--- src/rtl/des_subkey_gen_if.sv ---
// Subkey stream from the DES key schedule to the F-function key-mix stage.
// The master presents one 48-bit subkey and its round index per valid/ready handshake.
interface des_subkey_gen_if;
  logic        sk_valid;
  logic        sk_ready;
  logic [47:0] subkey;
  logic [3:0]  round;

  modport master (output sk_valid, output subkey, output round, input sk_ready);
  modport slave  (input sk_valid, input subkey, input round, output sk_ready);
endinterface

--- src/rtl/des_subkey_gen.sv ---
// Sequential DES key schedule: one C/D register pair and a step counter produce
// K1..K16 (or K16..K1 when decrypting), one subkey per handshake.
module des_subkey_gen (
  input  logic                   clk,
  input  logic                   rst,
  input  logic                   start,
  input  logic                   decrypt,
  input  logic [63:0]            key,
  output logic                   busy,
  output logic                   done,
  des_subkey_gen_if.master       sk
);

  // Tables use FIPS 1-based bit numbers; FIPS bit n of the key is key[64-n].
  localparam int PC1 [0:55] = '{
    57, 49, 41, 33, 25, 17,  9,
     1, 58, 50, 42, 34, 26, 18,
    10,  2, 59, 51, 43, 35, 27,
    19, 11,  3, 60, 52, 44, 36,
    63, 55, 47, 39, 31, 23, 15,
     7, 62, 54, 46, 38, 30, 22,
    14,  6, 61, 53, 45, 37, 29,
    21, 13,  5, 28, 20, 12,  4
  };

  localparam int PC2 [0:47] = '{
    14, 17, 11, 24,  1,  5,
     3, 28, 15,  6, 21, 10,
    23, 19, 12,  4, 26,  8,
    16,  7, 27, 20, 13,  2,
    41, 52, 31, 37, 47, 55,
    30, 40, 51, 45, 33, 48,
    44, 49, 39, 56, 34, 53,
    46, 42, 50, 36, 29, 32
  };

  typedef enum logic {
    IDLE,
    EMIT
  } state_t;

  state_t      state_reg, state_next;
  logic [27:0] c_reg, c_next;
  logic [27:0] d_reg, d_next;
  logic [3:0]  s_reg, s_next;
  logic        dec_reg, dec_next;
  logic        done_reg, done_next;

  logic [55:0] pc1_key;
  logic [55:0] cd;
  logic [47:0] pc2_out;
  logic        valid;
  logic        parity_unused;

  assign parity_unused = ^{key[56], key[48], key[40], key[32],
                           key[24], key[16], key[8], key[0]};

  generate
    for (genvar gi = 0; gi < 56; gi++) begin : g_pc1
      assign pc1_key[55-gi] = key[64-PC1[gi]];
    end
  endgenerate

  assign cd = {c_reg, d_reg};

  generate
    for (genvar gi = 0; gi < 48; gi++) begin : g_pc2
      assign pc2_out[47-gi] = cd[56-PC2[gi]];
    end
  endgenerate

  function automatic logic [27:0] rot(input logic [27:0] x, input logic left, input logic two);
    logic [27:0] r;
    if (left && !two)      r = {x[26:0], x[27]};
    else if (left && two)  r = {x[25:0], x[27:26]};
    else if (!two)         r = {x[0], x[27:1]};
    else                   r = {x[1:0], x[27:2]};
    return r;
  endfunction

  // Schedule positions K1, K2, K9 and K16 shift by one, all others by two.
  function automatic logic one_shift(input logic [4:0] idx);
    return (idx == 5'd1) || (idx == 5'd2) || (idx == 5'd9) || (idx == 5'd16);
  endfunction

  always_comb begin
    state_next = state_reg;
    c_next     = c_reg;
    d_next     = d_reg;
    s_next     = s_reg;
    dec_next   = dec_reg;
    done_next  = 1'b0;
    case (state_reg)
      IDLE: begin
        if (start) begin
          // Encrypt preloads the K1 shift; decrypt starts from C16,D16 = C0,D0.
          c_next     = decrypt ? pc1_key[55:28] : rot(pc1_key[55:28], 1'b1, 1'b0);
          d_next     = decrypt ? pc1_key[27:0]  : rot(pc1_key[27:0],  1'b1, 1'b0);
          s_next     = 4'd0;
          dec_next   = decrypt;
          state_next = EMIT;
        end
      end
      EMIT: begin
        if (sk.sk_ready) begin
          if (s_reg == 4'd15) begin
            state_next = IDLE;
            done_next  = 1'b1;
          end else begin
            s_next = s_reg + 4'd1;
          end
          if (dec_reg) begin
            c_next = rot(c_reg, 1'b0, !one_shift(5'd16 - {1'b0, s_reg}));
            d_next = rot(d_reg, 1'b0, !one_shift(5'd16 - {1'b0, s_reg}));
          end else if (s_reg != 4'd15) begin
            c_next = rot(c_reg, 1'b1, !one_shift({1'b0, s_reg} + 5'd2));
            d_next = rot(d_reg, 1'b1, !one_shift({1'b0, s_reg} + 5'd2));
          end
        end
      end
      default: state_next = IDLE;
    endcase
  end

  always_ff @(posedge clk) begin
    if (rst) begin
      state_reg <= IDLE;
      c_reg     <= '0;
      d_reg     <= '0;
      s_reg     <= '0;
      dec_reg   <= 1'b0;
      done_reg  <= 1'b0;
    end else begin
      state_reg <= state_next;
      c_reg     <= c_next;
      d_reg     <= d_next;
      s_reg     <= s_next;
      dec_reg   <= dec_next;
      done_reg  <= done_next;
    end
  end

  assign valid       = (state_reg == EMIT);
  assign sk.sk_valid = valid;
  assign sk.subkey   = valid ? pc2_out : '0;
  assign sk.round    = valid ? (dec_reg ? (4'd15 - s_reg) : s_reg) : 4'd0;
  assign busy        = valid;
  assign done        = done_reg;

endmodule

--- src/flat_wrapper.sv ---
// flat-port wrapper written by rule: the top's interface ports become plain ports
module des_subkey_gen_flat 
  (clk, rst, start, decrypt, key, busy, done, sk_sk_valid, sk_subkey, sk_round, sk_sk_ready);
  des_subkey_gen_if sk_i ();
  input  logic clk;
  input  logic rst;
  input  logic start;
  input  logic decrypt;
  input  logic [63:0] key;
  output logic busy;
  output logic done;
  output wire logic [$bits(sk_i.sk_valid)-1:0] sk_sk_valid;
  output wire logic [$bits(sk_i.subkey)-1:0] sk_subkey;
  output wire logic [$bits(sk_i.round)-1:0] sk_round;
  input wire logic [$bits(sk_i.sk_ready)-1:0] sk_sk_ready;
  assign sk_sk_valid = sk_i.sk_valid;
  assign sk_subkey = sk_i.subkey;
  assign sk_round = sk_i.round;
  assign sk_i.sk_ready = sk_sk_ready;
  des_subkey_gen u_core (.clk(clk), .rst(rst), .start(start), .decrypt(decrypt), .key(key), .busy(busy), .done(done), .sk(sk_i));
endmodule
--- config.mk ---
export PLATFORM = sky130hd
export DESIGN_NAME = des_subkey_gen_flat
export DESIGN_NICKNAME = d
export VERILOG_FILES = /design/src/rtl/des_subkey_gen_if.sv /design/src/rtl/des_subkey_gen.sv /design/src/flat_wrapper.sv
export SDC_FILE = /design/constraint.sdc
export NUM_CORES = 1
export LEC_CHECK = 0
export ABC_CLOCK_PERIOD_IN_PS = 2000
export CAP_MARGIN = 10
export CORE_UTILIZATION = 47
export CTS_CLUSTER_SIZE = 28
export DETAILED_ROUTE_END_ITERATION = 8
export PLACE_DENSITY_LB_ADDON = 0.2
export SLEW_MARGIN = 20
export SYNTH_ARGS = -nofsm -noshare
export SYNTH_HDL_FRONTEND = slang
export SYNTH_SLANG_ARGS = --single-unit
--- constraint.sdc ---
create_clock -name clk -period 2 [get_ports clk]
set_clock_uncertainty 0.15 [all_clocks]
set_input_delay 0.4 -clock clk [delete_from_list [all_inputs] [get_ports clk]]
set_output_delay 0.4 -clock clk [all_outputs]
set_load 0.005 [all_outputs]
Word level (Yosys, flattened, before mapping). Cells that the tools add are included.

Add/sub/neg operators: 4. Eq/ne operators: 14. Muxes and demuxes: 28. Bitwise logic cells: 2. Reduce and logical (&&, ||, !) cells: 10.

Operator list (number): $mux W28 (14); $pmux W28 S2 (2); $mux W48 (1); $mux W4 (5); $eq A5 B1 Y1 const B (2); $eq A5 B2 Y1 const B (2); $eq A5 B4 Y1 const B (2); $eq A5 B5 Y1 const B (2); $pmux W4 S2 (1); $logic_or A1 B1 Y1 (6); $ne A2 B2 Y1 const B (3); $reduce_and A3 Y1 (2); $add A4 B2 Y5 const B (1); $sub A5 B4 Y5 const A (1); $add A4 B1 Y4 const B (1); $eq A4 B4 Y1 const B (1); $mux W1 (4); $ne A4 B4 Y1 const B (1); $sub A4 B4 Y4 const A (1); $ne A3 B3 Y1 const B (1); $reduce_or A3 Y1 (1); $not A1 Y1 (2); $pmux W1 S2 (1); $reduce_and A2 Y1 (1).

Bits in registers: 63. Input bits: 69. Output and inout port bits: 55. Word-level logic and storage cells: 64.

Longest topological paths before layout.
Depth after elaboration: 10. Gate-level depth with buffers: 9. Gate-level depth less buffers: 7.

Worst setup path after synthesis. No wires, ideal clock.

Kind: register -> register. Start: register u_core.s_reg[0]. End: register u_core.c_reg[0]. Setup time: 0.117 ns. Arrival time: 1.958 ns. Path slack: -0.225 ns. Stages on the path, launching flop included: 10. Path buffers: 2. Period minus slack after synthesis: 2.225 ns. Cells stage by stage: dfxtp_1 > inv_1 > ha_1 > and4b_1 > nor2_1 > clkbuf_1 > clkbuf_1 > and2_1 > a221o_1 > a32o_1.

Longest elaborated chain between the ends: 10.

Ends and longest elaborated chain: start: declaration (RTL line des_subkey_gen.sv:45) `logic [3:0] s_reg, s_next;`; start signal: assignment (RTL line des_subkey_gen.sv:137) `s_reg <= s_next;`; $add A4 B2 Y5 (RTL line des_subkey_gen.sv:116) `c_next = rot(c_reg, 1'b1, !one_shift({1'b0, s_reg} + 5'd2));`; $eq A5 B1 Y1 or $eq A5 B2 Y1 (tied branches) (RTL line des_subkey_gen.sv:83) `return (idx == 5'd1) || (idx == 5'd2) || (idx == 5'd9) || (idx == 5'd16);`; $logic_or A1 B1 Y1 (3 in series) (RTL line des_subkey_gen.sv:83); $mux W28 (RTL line des_subkey_gen.sv:74) `if (left && !two) r = {x[26:0], x[27]};`; $mux W28 (RTL line des_subkey_gen.sv:115) `end else if (s_reg != 4'd15) begin`; $mux W28 (RTL line des_subkey_gen.sv:112) `if (dec_reg) begin`; $mux W28 (RTL line des_subkey_gen.sv:105) `if (sk.sk_ready) begin`; $pmux W28 S2 (RTL line des_subkey_gen.sv:93) `case (state_reg)`; end signal: assignment (RTL line des_subkey_gen.sv:135) `c_reg <= c_next;`; end: declaration (RTL line des_subkey_gen.sv:43) `logic [27:0] c_reg, c_next;`.

Several ways; a longest one is shown, not always the timed one. The select of a mux whose other input is x is not followed. A chain may end at the register's enable or synchronous reset.

Worst setup path in the final report.
Start: register u_core.s_reg[0]. End: register u_core.c_reg[7].

The elaborated chain is that of the path after synthesis.

==> impl_metrics.toml <==
[routing]
drt_iter0_markers = 632
wl_per_cell_um = 19.0
drt-pass1-iter-count = 5
maxUsedRoutingLayer = "met4"
dr_total_vias = 6126
wl_met2_mm = 8.60
drc_errors = 0
drt-met1-wl_mm = 7.68
dr_wl_met3_mm = 1.47
ant_nets = 0
avgViaCountPerCell = 6.32
drt_wl_total_mm = 18.4

[clock_tree]
cts_root_buffer = "clkbuf_16"
clockBufferDepth = 2
cts_tree = "built"
clk_pin_slew_ps = 50
htree_levels = 3
numClockSinks = 63
clk_latency_ps = 330
cts_buffers = 9
postCtsHoldBufs = 0

[logic_synthesis]
syn_nets = 772
synth.cell_area_sq_um = 5550
ys.flop_type = "dfxtp_1"
ys_ff_latch = 63
yosysTopAreaCell = "dfxtp_1"
yosysWarningCount = 0
synth_seq_area_share = 0.227
synthCells = 697
synthTopCellsByArea = "dfxtp_1 (23%), and2_1 (12%), mux2i_1 (10%), a221o_1 (10%), a32o_1 (10%)"
synth_cell_types = 33
synth.top_cell.area_share = 0.227
synthArstFlopShare = 0
synth.avg_cell_area_sq_um = 7.97
synth_edf_count = 0

[placed_design]
pre_cts_ws_ps = -234
place_area_sq_um = 7070
place_hpwl_mm = 10.6
portBuffers = 115
routabilityCongestion = 0.789
place_inst = 922

[grt]
grt_max_degree = 57
antenna_found_initial = 1
grt_use_total = 0.280
grt_first_pass_wirelength_mm = 28.4
grt_overflow = 0
grt_pass1_vias = 5634

[sta]
finalHoldViolCount = 0
period_share = 1.14
max_freq_mhz = 440
setup_viol = 56
period_minus_slack_ps = 2280
rsz0062_at_grt = "true"
slew_headroom = 0.692
report.final.slew_viol_count = 0
worstMarginPinSlew_ps = 462
fin_ws_ps = -275

[worst_hold_path]
timing.hold.worst.class = "reg -> reg"

[cells_and_area]
syn2layout_area_growth_pct = 41.7
postLayoutCellArea_sq_um = 7870
final_cells = 969
multi_input_area_sq_um = 4060
drive_above_1_share = 0.179
regArea_sq_um = 1280
fin_nets = 895
nFillCells = 905

[floorplanning]
die_w_um = 111
dieHeight_um = 111
coreArea_sq_um = 11500
die_area_sq_um = 12300
start_util = 0.484
rows = 39
io_pins = 124

[run_status]
violations = "setup timing"
status = "finished, violations left"

[power]
p_leak_nw = 3.48
vdd_drop_max_uv = 414
powerDensity_nw_per_um2 = 593

[critical_path]
cp.arrival_ps = 2340
path_max_fanout = 15
endpoint_kind = "flop"
worst-endpoint-required_ps = 2070
critPathKind = "reg -> reg"
critPathLaunchType = "flop"

[run]
maxCapViolations = 0
## power breakdown
group          internal (W)  total, W  switching, W
Combinational      0.000874   0.00158      0.000706
Clock              0.000993   0.00157      0.000581
Sequential          0.00136   0.00151      0.000148
## metal layers
metal	global-route usage	vias up
met2	0.455	331
met3	0.0350	58
met1	0.373	2900
met5	0	-
met4	0.121	0
li1	-	2837
## worst max-delay path: stages, from the launching register on
cell,delay [ps]
dfxtp_4,400
inv_6,50
ha_4,150
and4b_1,290
buf_4,130
nor2_4,80
buf_8,160
and2_1,170
a221o_1,320
a32o_1,250
## cells in the final DEF, fill, tap and decap left out, drive strengths merged, types with 2 or more instances in the layout
cell type and count:
a211oi 56, a21oi 3, a221o 56, a32o 56, and2 108, and3 2, buf 70, bufbuf 2
clkbuf 40, clkdlybuf4s50 60, clkinv 3, dfxtp 63, dlygate4sd2 27, ha 6, inv 3, mux2i 57
nand2 8, nand2b 3, nand3 2, nor2 118, nor2b 58, nor3 6, xnor2 3, xor2 4
## final timing paths
kind                                     start                            to  slack, ps  cells past startpoint
setup / recovery  u_core.s_reg[0]$_SDFFE_PP0P_  u_core.c_reg[7]$_SDFFE_PP0P_       -280                      9
hold / removal    u_core.c_reg[3]$_SDFFE_PP0P_  u_core.c_reg[3]$_SDFFE_PP0P_        380                      1
setup reg to reg  u_core.s_reg[0]$_SDFFE_PP0P_  u_core.c_reg[7]$_SDFFE_PP0P_       -280                      9
hold reg to reg   u_core.c_reg[3]$_SDFFE_PP0P_  u_core.c_reg[3]$_SDFFE_PP0P_        380                      1
## cell families (layout without fill, tap and decap cells)
logic type | after synthesis | count (layout) | share of synthesized area
simple gates | 308 | 308 | 0.291
compound gates | 177 | 177 | 0.289
buf+inv | 79 | 207 | 0.0662
flops | 63 | 63 | 0.227
mux | 57 | 57 | 0.103
xor+xnor | 7 | 7 | 0.0110
fa+ha+maj | 6 | 6 | 0.0135
other cells | 0 | 1 | 0
## stage by stage
stage	util	TNS [ps]	hold slack [ps]	total power, W
after floorplan	-	-2590	328	0.00238
after global placement	0.617	-7200	353	0.00278
after detailed placement	0.617	-10820	361	0.00281
after CTS	0.678	-10770	374	0.00458
after global routing	0.686	-14450	402	0.00483
final	0.686	-12130	378	0.00467
## cells in the mapped netlist (all sizes together) (4+ instances only)
library cell,instances
a211oi,56
buf,16
and2,108
dfxtp,63
a32o,56
nor3,6
ha,6
nand2,8
nor2,118
xor2,4
a221o,56
mux2i,57
nor2b,58
clkbuf,60
## layout make-up
cell class,count,area share
multi-input combinational,555,0.516
antenna,1,0.000318
clock buffer,12,0.0313
sequential,63,0.163
inverter,3,0.00238
timing repair buffer,188,0.259
clock inverter,4,0.00572
tap,143,0.0227
## what timing repair did
action	in CTS	in global routing
cloned	9	8
setup endpoints to repair	110	72
endpoints found under the hold margin	0	0
setup buffers	13	1
pin swaps	1	16
gates resized for setup	93	58
Note: power is estimated with default switching activity, not from simulation.
